===== config.mk =====
export PLATFORM = sky130hd
export DESIGN_NAME = rob_commit_ctrl
export DESIGN_NICKNAME = d
export VERILOG_FILES = /design/src/rtl/rob_commit_ctrl_pkg.sv /design/src/rtl/rob_commit_ctrl_select.sv /design/src/rtl/rob_commit_ctrl.sv
export SDC_FILE = /design/constraint.sdc
export NUM_CORES = 1
export LEC_CHECK = 0
export ABC_AREA = 1
export CAP_MARGIN = 5
export CORE_AREA = 5 5 222 224
export DETAILED_ROUTE_END_ITERATION = 7
export DIE_AREA = 0 0 227 229
export PLACE_DENSITY_LB_ADDON = 0.3
export SETUP_SLACK_MARGIN = 0.1
export SYNTH_ARGS = -nofsm -noshare
export SYNTH_HDL_FRONTEND = slang
export SYNTH_SLANG_ARGS = --single-unit

===== constraint.sdc =====
create_clock -name clk_in -period 7.6 [get_ports clk_in]
set_clock_uncertainty 0.1 [all_clocks]
set_input_delay 1.52 -clock clk_in [delete_from_list [all_inputs] [get_ports clk_in]]
set_output_delay 1.52 -clock clk_in [all_outputs]
set_load 0.01 [all_outputs]

===== src/rtl/rob_commit_ctrl_pkg.sv =====
// Shared retirement types: uop kinds, ROB entry layout, commit FSM states and redirect vectors.
// Pure declarations; no latency or backpressure of its own.
package uop_pkg;
  localparam int INSTR_Q_WIDTH = 4;

  typedef enum logic [1:0] {
    UOP_ALU    = 2'd0,
    UOP_LOAD   = 2'd1,
    UOP_STORE  = 2'd2,
    UOP_BRANCH = 2'd3
  } uop_type_e;
endpackage

package rob_pkg;
  import uop_pkg::*;

  localparam int ROB_ENTRIES   = 16;
  localparam int NUM_ARCH_REGS = 32;
  localparam int NUM_PHYS_REGS = 64;
  localparam int PC_BITS       = 64;
  localparam int ARCH_W        = $clog2(NUM_ARCH_REGS);
  localparam int PHYS_W        = $clog2(NUM_PHYS_REGS);

  localparam logic [PC_BITS-1:0] EXC_VECTOR  = 64'h0000_0000_0000_0100;
  localparam logic [PC_BITS-1:0] IRQ_VECTOR  = 64'h0000_0000_0000_0200;
  localparam logic [PC_BITS-1:0] TRAP_VECTOR = 64'h0000_0000_0000_0300;

  typedef enum logic [2:0] {
    ST_ISSUED    = 3'd0,
    ST_PENDING   = 3'd1,
    ST_DONE      = 3'd2,
    ST_EXCEPTION = 3'd3,
    ST_INTERRUPT = 3'd4,
    ST_TRAP      = 3'd5
  } rob_status;

  typedef enum logic [1:0] {
    S_RUN      = 2'd0,
    S_FLUSH    = 2'd1,
    S_REDIRECT = 2'd2
  } commit_state_e;

  // src1/src2 carry the store value and offset registers to the store-commit port.
  typedef struct packed {
    rob_status         status;
    uop_type_e         uop;
    logic [PC_BITS-1:0] pc;
    logic              dst_valid;
    logic [ARCH_W-1:0] arch_dst;
    logic [PHYS_W-1:0] phys_dst;
    logic [ARCH_W-1:0] src1;
    logic [ARCH_W-1:0] src2;
  } rob_entry;

  function automatic logic is_fault(rob_status s);
    return (s == ST_EXCEPTION) || (s == ST_INTERRUPT) || (s == ST_TRAP);
  endfunction
endpackage


===== src/rtl/rob_commit_ctrl_select.sv =====
// Combinational in-order prefix scan over the ROB head: retire mask, count, store slot, first fault.
// Zero latency; a store without st_ready_i (or a second store) ends the prefix.
module rob_commit_select
  import uop_pkg::*;
  import rob_pkg::*;
#(
  parameter int COMMIT_WIDTH = INSTR_Q_WIDTH,
  parameter int ROB_DEPTH    = ROB_ENTRIES,
  localparam int SIZE_W      = $clog2(ROB_DEPTH + 1),
  localparam int DEQ_W       = $clog2(COMMIT_WIDTH + 1),
  localparam int IDX_W       = (COMMIT_WIDTH > 1) ? $clog2(COMMIT_WIDTH) : 1
) (
  input  rob_status [COMMIT_WIDTH-1:0] status_i,
  input  logic [COMMIT_WIDTH-1:0]      store_i,
  input  logic [SIZE_W-1:0]            rob_size_i,
  input  logic                         st_ready_i,
  output logic [COMMIT_WIDTH-1:0]      retire_o,
  output logic [DEQ_W-1:0]             deq_o,
  output logic                         st_vld_o,
  output logic [IDX_W-1:0]             st_idx_o,
  output logic                         fault_vld_o,
  output logic [IDX_W-1:0]             fault_idx_o
);
  logic stop;

  always_comb begin
    retire_o    = '0;
    deq_o       = '0;
    st_vld_o    = 1'b0;
    st_idx_o    = '0;
    fault_vld_o = 1'b0;
    fault_idx_o = '0;
    stop        = 1'b0;
    for (int i = 0; i < COMMIT_WIDTH; i++) begin
      if (!stop) begin
        if (i >= int'(rob_size_i)) begin
          stop = 1'b1;
        end else if (status_i[i] == ST_DONE && !(store_i[i] && (!st_ready_i || st_vld_o))) begin
          retire_o[i] = 1'b1;
          deq_o       = deq_o + DEQ_W'(1);
          if (store_i[i]) begin
            st_vld_o = 1'b1;
            st_idx_o = IDX_W'(i);
          end
        end else begin
          // Only a terminal fault status raises a fault; pending entries just stall.
          stop = 1'b1;
          if (is_fault(status_i[i])) begin
            fault_vld_o = 1'b1;
            fault_idx_o = IDX_W'(i);
          end
        end
      end
    end
  end
endmodule


===== src/rtl/rob_commit_ctrl.sv =====
// ROB retirement sequencer: zero-cycle commit, then FLUSH (1 cycle) and REDIRECT held until fetch acks.
// Backpressure: store port via st_ready_in, redirect via redirect_ack_in; ROB_COMMIT_PERF_EN adds counters.
module rob_commit_ctrl
  import uop_pkg::*;
  import rob_pkg::*;
#(
  parameter int COMMIT_WIDTH = INSTR_Q_WIDTH,
  parameter int ROB_DEPTH    = ROB_ENTRIES,
  parameter int ADDR_BITS    = 64,
  localparam int SIZE_W      = $clog2(ROB_DEPTH + 1),
  localparam int DEQ_W       = $clog2(COMMIT_WIDTH + 1),
  localparam int IDX_W       = (COMMIT_WIDTH > 1) ? $clog2(COMMIT_WIDTH) : 1
) (
  input  logic                                 clk_in,
  input  logic                                 rst_in,
  input  rob_entry [COMMIT_WIDTH-1:0]          head_in,
  input  logic [SIZE_W-1:0]                    rob_size_in,
  input  logic                                 st_ready_in,
  input  logic                                 redirect_ack_in,
  output logic [DEQ_W-1:0]                     deq_out,
  output logic [COMMIT_WIDTH-1:0]              rrat_we_out,
  output logic [COMMIT_WIDTH-1:0][ARCH_W-1:0]  rrat_arch_out,
  output logic [COMMIT_WIDTH-1:0][PHYS_W-1:0]  rrat_phys_out,
  output logic                                 str_valid_out,
  output logic [ARCH_W-1:0]                    str_addr_reg_out,
  output logic [ARCH_W-1:0]                    str_off_reg_out,
  output logic [ARCH_W-1:0]                    str_val_reg_out,
  output logic                                 flush_out,
  output logic                                 valid_pc_out,
  output logic [ADDR_BITS-1:0]                 pc_out,
  output logic [ADDR_BITS-1:0]                 epc_out,
  output rob_status                            cause_out
`ifdef ROB_COMMIT_PERF_EN
  ,
  output logic [63:0]                          retired_cnt_out,
  output logic [31:0]                          flush_cnt_out
`endif
);
  commit_state_e        state_q, state_d;
  logic [ADDR_BITS-1:0] target_q, epc_q;
  rob_status            cause_q;

  rob_status [COMMIT_WIDTH-1:0] status;
  logic [COMMIT_WIDTH-1:0]      store;
  logic [COMMIT_WIDTH-1:0]      sel_retire;
  logic [DEQ_W-1:0]             sel_deq;
  logic                         sel_st_vld, sel_fault_vld;
  logic [IDX_W-1:0]             sel_st_idx, sel_fault_idx;
  logic                         run;
  rob_entry                     fault_entry;

  always_comb begin
    for (int i = 0; i < COMMIT_WIDTH; i++) begin
      status[i] = head_in[i].status;
      store[i]  = (head_in[i].uop == UOP_STORE);
    end
  end

  rob_commit_select #(
    .COMMIT_WIDTH(COMMIT_WIDTH),
    .ROB_DEPTH   (ROB_DEPTH)
  ) u_select (
    .status_i   (status),
    .store_i    (store),
    .rob_size_i (rob_size_in),
    .st_ready_i (st_ready_in),
    .retire_o   (sel_retire),
    .deq_o      (sel_deq),
    .st_vld_o   (sel_st_vld),
    .st_idx_o   (sel_st_idx),
    .fault_vld_o(sel_fault_vld),
    .fault_idx_o(sel_fault_idx)
  );

  assign run         = (state_q == S_RUN) && !rst_in;
  assign fault_entry = head_in[sel_fault_idx];

  always_comb begin
    deq_out          = '0;
    rrat_we_out      = '0;
    rrat_arch_out    = '0;
    rrat_phys_out    = '0;
    str_valid_out    = 1'b0;
    str_addr_reg_out = '0;
    str_off_reg_out  = '0;
    str_val_reg_out  = '0;
    if (run) begin
      deq_out = sel_deq;
      for (int i = 0; i < COMMIT_WIDTH; i++) begin
        if (sel_retire[i]) begin
          rrat_we_out[i]   = head_in[i].dst_valid;
          rrat_arch_out[i] = head_in[i].arch_dst;
          rrat_phys_out[i] = head_in[i].phys_dst;
        end
      end
      if (sel_st_vld) begin
        str_valid_out    = 1'b1;
        str_addr_reg_out = head_in[sel_st_idx].arch_dst;
        str_off_reg_out  = head_in[sel_st_idx].src2;
        str_val_reg_out  = head_in[sel_st_idx].src1;
      end
    end
  end

  always_comb begin
    state_d = state_q;
    case (state_q)
      S_RUN:      if (sel_fault_vld) state_d = S_FLUSH;
      S_FLUSH:    state_d = S_REDIRECT;
      S_REDIRECT: if (redirect_ack_in) state_d = S_RUN;
      default:    state_d = S_RUN;
    endcase
  end

  always_ff @(posedge clk_in) begin
    if (rst_in) begin
      state_q  <= S_RUN;
      target_q <= '0;
      epc_q    <= '0;
      cause_q  <= ST_ISSUED;
    end else begin
      state_q <= state_d;
      if (state_q == S_RUN && sel_fault_vld) begin
        epc_q   <= ADDR_BITS'(fault_entry.pc);
        cause_q <= fault_entry.status;
        case (fault_entry.status)
          ST_EXCEPTION: target_q <= ADDR_BITS'(EXC_VECTOR);
          ST_INTERRUPT: target_q <= ADDR_BITS'(IRQ_VECTOR);
          default:      target_q <= ADDR_BITS'(TRAP_VECTOR);
        endcase
      end
    end
  end

  // Reset forces every output low, including the registered decodes.
  assign flush_out    = !rst_in && (state_q == S_FLUSH);
  assign valid_pc_out = !rst_in && (state_q == S_REDIRECT);
  assign pc_out       = rst_in ? '0 : target_q;
  assign epc_out      = rst_in ? '0 : epc_q;
  assign cause_out    = rst_in ? ST_ISSUED : cause_q;

`ifdef ROB_COMMIT_PERF_EN
  logic [63:0] retired_cnt_q;
  logic [31:0] flush_cnt_q;

  always_ff @(posedge clk_in) begin
    if (rst_in) begin
      retired_cnt_q <= '0;
      flush_cnt_q   <= '0;
    end else begin
      retired_cnt_q <= retired_cnt_q + 64'(deq_out);
      if (state_q == S_RUN && state_d == S_FLUSH) flush_cnt_q <= flush_cnt_q + 32'd1;
    end
  end

  assign retired_cnt_out = rst_in ? '0 : retired_cnt_q;
  assign flush_cnt_out   = rst_in ? '0 : flush_cnt_q;
`endif
endmodule


== Word level (Yosys, flattened, before mapping) ==
Index checks and enable logic that the tools add are counted.
Storage, ports and cells
  register bits after elaboration: 133
  bits of input ports: 373
  output and inout port bits: 200
  logic and storage cells: 189
Cells by class
  add/sub/neg operators: 3
  $lt $le $gt $ge: 6
  equal/unequal tests: 26
  mux-type cells: 119
  reduce and logical (&&, ||, !) cells: 31
Operator list (number)
  $bmux 91 s2: 2
  $mux 64: 2
  $mux 91: 1
  $mux 1: 58
  $mux 5: 10
  $mux 2: 24
  $mux 3: 12
  $eq 3x2->1 const B: 9
  $eq 3x3->1 const B: 9
  $mux 24: 1
  $mux 6: 4
  $mux 21: 1
  $mux 20: 1
  $pmux 10 s2: 1
  $logic_and 1x1->1: 12
  $logic_or 1x1->1: 11
  $eq 2x2->1 const B: 5
  $ge 1x5->1 const A: 2
  $ge 2x5->1 const A: 2
  $add 3x1->3 const B: 3
  $logic_not 1->1: 6
  $lt 2x3->1 const B: 2
  $pmux 2 s3: 1
  $mux 4: 1
  4 further kinds: 5

== Depth between registers and ports, before layout ==
Gate-level depths: netlist of run 1.
  word-level depth: 31
  mapped depth: 18
  mapped depth without buffers: 18

== Hierarchy ==
A second synthesis of run 1 with hierarchy kept.
Unflattened totals
  cell total of the unflattened synthesis: 1369
  area, all modules: 7297.0 um2
Modules (own cells, without submodules)
  rob_commit_ctrl: instances 1, cells each 1278, area each 6729.0 um2, seq. area each 1421.4 um2
  rob_commit_select: instances 1, cells each 91, area each 568.0 um2, seq. area each 0.0 um2

== Least setup slack after synthesis of run 1 ==
OpenSTA, ideal clock, no wires.
  path type: input port to output port
  start point: input port rob_size_in[2]
  end point: output port deq_out[2]
  data arrival time: 3.950 ns
  data required time: 5.980 ns
  slack: 2.030 ns
  cell stages on the path: 17
  buffers on the path: 1
  cells stage by stage: nor2_1 -> nand2_2 -> nor2_4 -> inv_1 -> nand3_1 -> clkbuf_1 -> inv_1 -> ha_1 -> inv_1 -> a21oi_1 -> ha_1 -> nand2_1 -> o21ai_0 -> ha_1 -> nand2_1 -> o21ai_0 -> a21oi_1
Between the ends
  word-level cells in the longest chain between the ends: 24
  elaborated cells between the ends (all ways): 46
  those cells by class: add/sub: 3; order compare: 4; mux: 27; reduce/logical: 12
Ends and longest elaborated chain
  from (decl): RTL line rob_commit_ctrl.sv:17  | input logic [SIZE_W-1:0] rob_size_in,
  parallel branches: the longest is 22 deep, another holds $ge 1x5->1
  $mux 3 *: RTL line rob_commit_ctrl_select.sv:35  | if (!stop) begin
  $mux 3 *: RTL line rob_commit_ctrl.sv:87  | if (run) begin
  to (decl): RTL line rob_commit_ctrl.sv:20  | output logic [DEQ_W-1:0] deq_out,
Mark *: on every way between the ends.

== Worst setup path after layout of run 1 ==
  start point: input port rob_size_in[4]
  end point: output port deq_out[2]
Same word-level chain as after synthesis.

==> results.txt, run 1 <==
----------------------------------------------------
[Clock tree]
  Buffers inserted by post-CTS timing repair ... 0
  Num CTS Buffers ... 9
  Total of cells resized after clock tree synthesis ... 0
  Reg clk slew, reported paths ... 0.06 ns
  H-tree lvl count ... 3
  Post-CTS Hold Fix Bufs ... 0
  Clock root buffer ... sky130_fd_sc_hd__clkbuf_16
  Worst-skew pair later-pin latency ... 0.35 ns
  Buffer levels on the longest clock path ... 2
  TritonCTS Sinks ... 71
  TritonCTS clock tree ... built

[Drt]
  Starting DRT DRC Count ... 392
  Routed WL per cell ... 18.58 um
  Total via count in the routed design ... 9680
  Antenna-violating nets left ... 0
  Final wirelength ... 43.29 mm
  Residual DRC ... 0
  Per-cell via count in the routed design ... 4.155
  First-pass iteration count of the detailed router ... 5

[Timing]
  Period utilization ... 89.27%
  Number of endpoints with negative hold slack in the final report ... 0
  Worst Tran Pin Value ... 0.9456 ns
  Post-route minimum period ... 6.784 ns
  Fmax achieved ... 147.4 MHz
  RSZ-0062 raised after global routing ... false
  Relative slew slack ... 36.96%
  Final sum of negative setup slack ... 0 ns
  Final setup vio count ... 0
  Slew Viols, Final ... 0

[Synth]
  Number of standard cells after synthesis ... 1258
  EDFF count, synth ... 0
  Proportion of synthesized chip area in sequential cells ... 20.08%
  Mapped Area ... 0.007079 mm2
  Synth warn ... 0
  Prevailing post-synth register cell ... sky130_fd_sc_hd__dfxtp_1
  Proportion of synthesized flip-flops having asynchronous set or reset ... 0%
  Area contributors post-synth ... sky130_fd_sc_hd__dfxtp_1 (20%), sky130_fd_sc_hd__nor2_1 (13%), sky130_fd_sc_hd__inv_1 (12%), sky130_fd_sc_hd__o21ai_0 (8.4%), sky130_fd_sc_hd__buf_4 (7.7%)
  Commonest cells in the synthesized netlist ... sky130_fd_sc_hd__nor2_1 (243), sky130_fd_sc_hd__inv_1 (230), sky130_fd_sc_hd__o21ai_0 (119)
  Most used standard cell by instance count after synthesis ... sky130_fd_sc_hd__nor2_1
  Area share of the leading cell type in the synthesized netlist ... 20.08%
  Syn avg cell area ... 5.627 um2
  Post-synth cell types ... 34
  Cell taking the most area after synthesis ... sky130_fd_sc_hd__dfxtp_1
  Total of flip-flops plus latches after synthesis ... 71

[Pwr]
  Power per cell area ... 110.9 mW/mm2
  Maximum resistive drop on vdd ... 0.00008336 V
  Leakage ... 5.367 nW

[GRT]
  Aggregate global routing overflow ... 0
  Global-route wire length before repair ... 62.14 mm
  Initial antenna violation count ... 6
  Pin count of the biggest net entering global routing ... 131
  Gr usage total ... 15.70%
  Vias in the first global route ... 9738

[Critical path]
  Max Fanout on Critical Path ... 14
  Cell at the slowest stage of the critical path ... sky130_fd_sc_hd__clkdlybuf4s50_1
  Worst setup SP type ... input pin
  Required time reported for the critical path endpoint ... 5.98 ns
  Start-to-end type of the worst setup path ... input pin to output pin
  Critical path, cell by cell ... clkdlybuf4s50_1, nor2_2, nand2_2, nor2_4, inv_1, nand3_1, buf_4, inv_1, ha_1, inv_1, a21oi_1, ha_1, nand2_1, o21ai_0, ha_1, nand2_1, o21ai_0, a21oi_1, clkdlybuf4s50_1
  Worst path buffer plus inverter count ... 6
  Biggest cell delay along the critical path ... 0.60 ns
  Kind of capture point of the worst setup path ... output pin
  Crit path arrival time ... 5.16 ns
  Cell family with the largest share of critical-path delay ... buffers and inverters

[Floorplanning]
  Number of placement rows ... 80
  Overall die area ... 0.05198 mm2
  Num ports ... 573
  Initial cell density of the core ... 15.02%
  Die outline height ... 229 um
  Die X ... 227 um
  Area of the core region ... 0.04715 mm2

[Placed design]
  Port bufs ... 510
  Area of placed instances ... 0.01247 mm2
  RD Place Congestion ... 1.001
  Sum of net half-perimeters after detailed placement ... 35.09 mm

[Worst hold path]
  Worst min path class ... flip-flop to flip-flop

[Job]
  Max-Cap Viols ... 0

[Finish]
  Layout-stage area growth over the synthesis result ... 80.59%
  Net count reported at finish ... 2084
  Number of filler instances in the final layout ... 5327
  Post-route cell area ... 0.01278 mm2
  Share of layout cells above drive strength 1 ... 4.086%

[Outcome]
  Outcome ... finished, final reports clean

----------------------------------------------------
==> through the flow <==
stage | setup slack (ns) | instances | total power, mW | hold WS (ns) | utilization, %
floorplan | 2.030 | 1319 | 0.6849 | 0.3453 | -
global route | 0.5567 | 2329 | 1.517 | 0.3991 | 27.11
finish | 0.8157 | 2330 | 1.418 | 0.3752 | 27.12
CTS | 0.8446 | 2328 | 1.452 | 0.3745 | 27.11
detailed placement | 0.8388 | 2312 | 0.9931 | 0.3659 | 26.45
global placement | 0.9126 | 2312 | 0.9913 | 0.3564 | 26.45
==> cell type report <==
type | instances | area, um2 | area share [%]
Timing Repair Buffer | 526 | 5233 | 40.93
Sequential cell | 71 | 1421 | 11.12
Clock inverter | 6 | 68.82 | 0.5383
Tap cell | 615 | 769.5 | 6.019
Inverter | 235 | 882.1 | 6.900
Antenna cell | 2 | 5.005 | 0.03915
Clock buffer | 10 | 239.0 | 1.869
Multi-Input combinational cell | 865 | 4167 | 32.59
==> tightest hold or removal path, delay by kind of cell, from the launching register on <==
kind,cells,cell delay [ns]
simple gates,1,0.06
flops,1,0.31
compound gates,1,0.06
==> final timing paths <==
kind | end | slack [ns] | startpoint | cells after the start
worst min-delay path | target_q[8] | 0.38 | target_q[8] | 2
worst max-delay path | deq_out[2] | 0.82 | rob_size_in[4] | 19
worst max register to register | epc_q[62] | 5.05 | state_q[0] | 7
worst min register to register | target_q[8] | 0.38 | target_q[8] | 2
==> cells by family after synthesis <==
kind of cell    after synthesis  synth area share [%]
other cells                   1               0.05297
mux                           1                0.1414
compound gates              339                 27.39
buf+inv                     383                 24.69
xor+xnor                      1                0.1237
fa+ha+maj                     3                0.5303
flops                        71                 20.08
simple gates                459                 26.99
==> routing by layer <==
metal | vias to the layer above | routed length [um] | GRT usage [%]
met5 | - | 57 | 0
met4 | 8 | 1865 | 6.728
met3 | 64 | 3775 | 4.841
met2 | 449 | 21420 | 28.06
met1 | 4375 | 16170 | 17.02
li1 | 4784 | - | -
==> report_power, final <==
group	internal [mW]	switching, mW
clock network	0.265	0.172
registers	0.420	0.0116
logic	0.291	0.258
==> state kept, by name, indices dropped and copies added (netlist names) <==
signal and cells:
state_q 2, target_q 2, epc_q 64, cause_q 3
==> cell usage in the layout (no fill, tap or decap), types with 2 or more instances in the layout <==
cell / instances
sky130_fd_sc_hd__inv_1: 229
sky130_fd_sc_hd__nor3_1: 9
sky130_fd_sc_hd__buf_4: 15
sky130_fd_sc_hd__or2_2: 11
sky130_fd_sc_hd__inv_2: 6
sky130_fd_sc_hd__nor2_4: 3
sky130_fd_sc_hd__nand3_2: 2
sky130_fd_sc_hd__nand2_1: 113
sky130_fd_sc_hd__o21ai_2: 2
sky130_fd_sc_hd__ha_1: 3
sky130_fd_sc_hd__nand4_1: 4
sky130_fd_sc_hd__o21ai_0: 119
sky130_fd_sc_hd__a21oi_1: 87
sky130_fd_sc_hd__o221ai_1: 29
sky130_fd_sc_hd__nand3_1: 65
sky130_fd_sc_hd__conb_1: 62
sky130_fd_sc_hd__clkdlybuf4s50_1: 509
sky130_fd_sc_hd__nor2_2: 4
sky130_fd_sc_hd__a21oi_4: 2
sky130_fd_sc_hd__o211ai_1: 37
sky130_fd_sc_hd__dfxtp_1: 71
sky130_fd_sc_hd__o21ai_1: 59
sky130_fd_sc_hd__clkbuf_16: 9
sky130_fd_sc_hd__clkinv_4: 2
sky130_fd_sc_hd__nand2_4: 2
sky130_fd_sc_hd__nor2_1: 242
sky130_fd_sc_hd__diode_2: 2
sky130_fd_sc_hd__nand2_2: 3
(Power assumes the default switching activity.)
==> run 2: changes to the inputs <==
Settings changed: GPL_TIMING_DRIVEN set to 0, SETUP_SLACK_MARGIN 0.1 to 0.05.
Clock period 7.6 ns to 6.06 ns, I/O delays scaled along.
==> results.txt, run 2 (synthesized netlist as in run 1, its figures left out) <==
----------------------------------------------------
[Critical path]
  Kind of capture point of the worst setup path ... output pin
  Critical path, cell by cell ... clkdlybuf4s50_1, nand2_1, nor2_2, nand3_2, o31ai_4, inv_1, nand4_1, nand2_1, nand2_1, nand4_1, buf_4, o21bai_2, clkbuf_4, nand2_1, nand2_1, nand2_1, nor2_2, clkdlybuf4s50_1
  Worst path buffer plus inverter count ... 5 (-1)
  CP most frequent cell ... sky130_fd_sc_hd__nand2_1
  Cell family with the largest share of critical-path delay ... buffers and inverters
  Required time reported for the critical path endpoint ... 4.75 ns (-1.23 ns)
  Crit path arrival time ... 4.60 ns (-0.56 ns)
  Cell at the slowest stage of the critical path ... sky130_fd_sc_hd__clkdlybuf4s50_1
  Start-to-end type of the worst setup path ... input pin to output pin
  Biggest cell delay along the critical path ... 0.59 ns (about the same)
  Max Fanout on Critical Path ... 10 (-4)
  Worst setup SP type ... input pin

[Pwr]
  Part of the power in combinational logic ... 41.3% (+2.6 points)
  Part of the total power dissipated in sequential elements ... 30.0% (-0.5 points)
  Net switching power ... 590.6 uW (+34%)
  Internal power consumption ... 1.216 mW (+25%)
  Power per cell area ... 132.8 mW/mm2 (+20%)
  Leakage ... 5.994 nW (+12%)
  Power share of the clock group ... 28.7% (-2.1 points)
  Fraction of power spent switching nets ... 32.69% (+1.5 points)
  Maximum resistive drop on vdd ... 0.0001193 V (+43%)

[Drt]
  Final wirelength ... 48.39 mm (+12%)
  First-pass iteration count of the detailed router ... 5 (unchanged)
  Antenna-violating nets left ... 0 (unchanged)
  Residual DRC ... 0 (unchanged)
  Starting DRT DRC Count ... 436 (+11%)
  Per-cell via count in the routed design ... 4.108 (-1.1%)
  Routed WL per cell ... 19.64 um (+5.7%)
  Total via count in the routed design ... 10120 (+4.6%)

[Finish]
  Max reg flops ... 64 (unchanged)
  Post-route cell area ... 0.01361 mm2 (+6.4%)
  Largest registers ranked by flip-flop count ... epc_q: 64 flops, cause_q: 3 flops
  Post-route non-filler standard cell count ... 2464 (+5.8%)
  Layout-stage area growth over the synthesis result ... 92.22%
  Commonest non-fill, non-tap cell in the layout ... sky130_fd_sc_hd__clkdlybuf4s50_1
  Share of layout cells above drive strength 1 ... 8.820% (+4.7 points)
  Net count reported at finish ... 2219 (+6.5%)
  Utilization after layout ... 28.86% (+1.7 points)
  Register containing the most flip-flops in the final layout ... epc_q
  Number of filler instances in the final layout ... 5286 (-0.77%)
  Leading cell types in the layout, fill and taps excluded ... sky130_fd_sc_hd__clkdlybuf4s50_1 (503), sky130_fd_sc_hd__nor2_1 (239), sky130_fd_sc_hd__inv_1 (230)

[Clock tree]
  Num CTS Buffers ... 9 (unchanged)
  TritonCTS Sinks ... 71 (unchanged)
  TritonCTS clock tree ... built
  Buffer levels on the longest clock path ... 2 (unchanged)
  H-tree lvl count ... 3 (unchanged)
  Worst-skew pair later-pin latency ... 0.36 ns (about the same)
  Clock root buffer ... sky130_fd_sc_hd__clkbuf_16
  Reg clk slew, reported paths ... 0.06 ns (about the same)

[Timing]
  Period utilization ... 97.57%
  Slew Viols, Final ... 0 (unchanged)
  Final sum of negative setup slack ... 0 ns (unchanged)
  Relative slew slack ... 29.16% (-7.8 points)
  Fmax achieved ... 169.1 MHz
  RSZ-0062 raised after global routing ... true
  Number of endpoints with negative hold slack in the final report ... 0 (unchanged)
  Final setup vio count ... 0 (unchanged)
  Worst Tran Pin Value ... 1.063 ns (+0.1170 ns)
  Min setup slack post-route ... 0.1473 ns (-0.6684 ns)
  Post-route minimum period ... 5.913 ns

[GRT]
  Global-route wire length before repair ... 68.23 mm (+9.8%)
  Vias in the first global route ... 10470 (+7.5%)
  Gr usage total ... 17.59% (+1.9 points)
  Pin count of the biggest net entering global routing ... 13 (-90%)
  Initial antenna violation count ... 3 (-3)
  Aggregate global routing overflow ... 0 (unchanged)

[Placed design]
  Port bufs ... 509 (-0.20%)
  Sum of net half-perimeters after detailed placement ... 41.23 mm (+18%)
  RD Place Congestion ... 0.9254 (-7.5%)
  Placed Cells ... 2443 (+5.7%)
  Area of placed instances ... 0.01317 mm2 (+5.6%)
  Worst Setup Slack post-DPL ... -0.5748 ns (-1.414 ns)

[Floorplanning]
  Overall die area ... 0.05198 mm2 (unchanged)
  Area of the core region ... 0.04715 mm2 (unchanged)
  Die X ... 227 um (unchanged)
  Number of placement rows ... 80 (unchanged)
  Num ports ... 573 (unchanged)
  Initial cell density of the core ... 15.02% (unchanged)
  Die outline height ... 229 um (unchanged)

[Worst hold path]
  Worst min path class ... flip-flop to flip-flop

[Job]
  Max-Cap Viols ... 0 (unchanged)

[Outcome]
  Outcome ... finished, final reports clean

----------------------------------------------------
==> run 2: changes by cell type in the layout (fill, tap and decap cells not counted), moves of 3 or more <==
cell,delta
sky130_fd_sc_hd__buf_4,+63
sky130_fd_sc_hd__clkbuf_4,+3
sky130_fd_sc_hd__nor2_1,-3
sky130_fd_sc_hd__clkbuf_1,+48
sky130_fd_sc_hd__buf_2,+19
sky130_fd_sc_hd__dlymetal6s2s_1,+6
sky130_fd_sc_hd__a21oi_1,-3
sky130_fd_sc_hd__clkdlybuf4s50_1,-6
==> run 2: power by group through the flow <==
| stage | clock [mW] | combinational, mW | sequential [mW] |
|---|---|---|---|
| after floorplan | 0 | 0.310 | 0.549 |
| after global placement | 0 | 0.745 | 0.551 |
| after detailed placement | 0 | 0.746 | 0.553 |
| after CTS | 0.543 | 0.752 | 0.542 |
| after global routing | 0.558 | 0.821 | 0.547 |
| final | 0.518 | 0.747 | 0.542 |
==> run 2: through the flow <==
| stage | total power, mW | hold slack, ns |
|---|---|---|
| 6_report | 1.807 | 0.3753 |
| 5_1_grt | 1.926 | 0.3967 |
| 4_1_cts | 1.837 | 0.3807 |
| 3_5_place_dp | 1.298 | 0.3711 |
| 3_3_place_gp | 1.296 | 0.3537 |
| 2_1_floorplan | 0.8590 | 0.3453 |
==> run 2: repair_timing <==
action | 4_1_cts | 5_1_grt
resized for setup | 11 | 21
pin swaps | 0 | 3
endpoints found under the setup margin | 11 | 17
cloned | 0 | 0
hold buffers | 0 | 0
setup buffers | 0 | 5
==> run 2: area by class of cell <==
type                       instances  area [um2]  share of cell area (%)
timing repair buffer             514        5147                   37.83
multi-input combinational        865        4228                   31.07
clock buffer                      11       242.7                   1.784
sequential                        71        1421                   10.44
inverter                         235       882.1                   6.482
buffer                           147       880.8                   6.473
antenna                            1       2.502                 0.01839
tap                              615       769.5                   5.655
clock inverter                     5       33.78                  0.2483
==> run 2: path summary, 6_finish.rpt <==
kind / from / end / slack [ns] / depth (start not counted)
max: head_in[89] / str_addr_reg_out[1] / 0.15 / 18
min: target_q[8] / target_q[8] / 0.38 / 2
max reg2reg: state_q[0] / epc_q[47] / 4.01 / 6
min reg2reg: target_q[8] / target_q[8] / 0.38 / 2
==> run 2: metal layers <==
metal	track usage, %	part of all wire, %	vias up
li1	-	-	5053
met1	17.85	36	4563
met2	33.27	52	446
met3	5.942	9.2	57
met4	6.018	3.3	2
met5	0	0.027	-
==> run 2: worst min-delay path, stage by stage (launching register included) <==
cell,delay [ns]
sky130_fd_sc_hd__dfxtp_1,0.31
sky130_fd_sc_hd__nand2_1,0.06
sky130_fd_sc_hd__a21oi_1,0.06
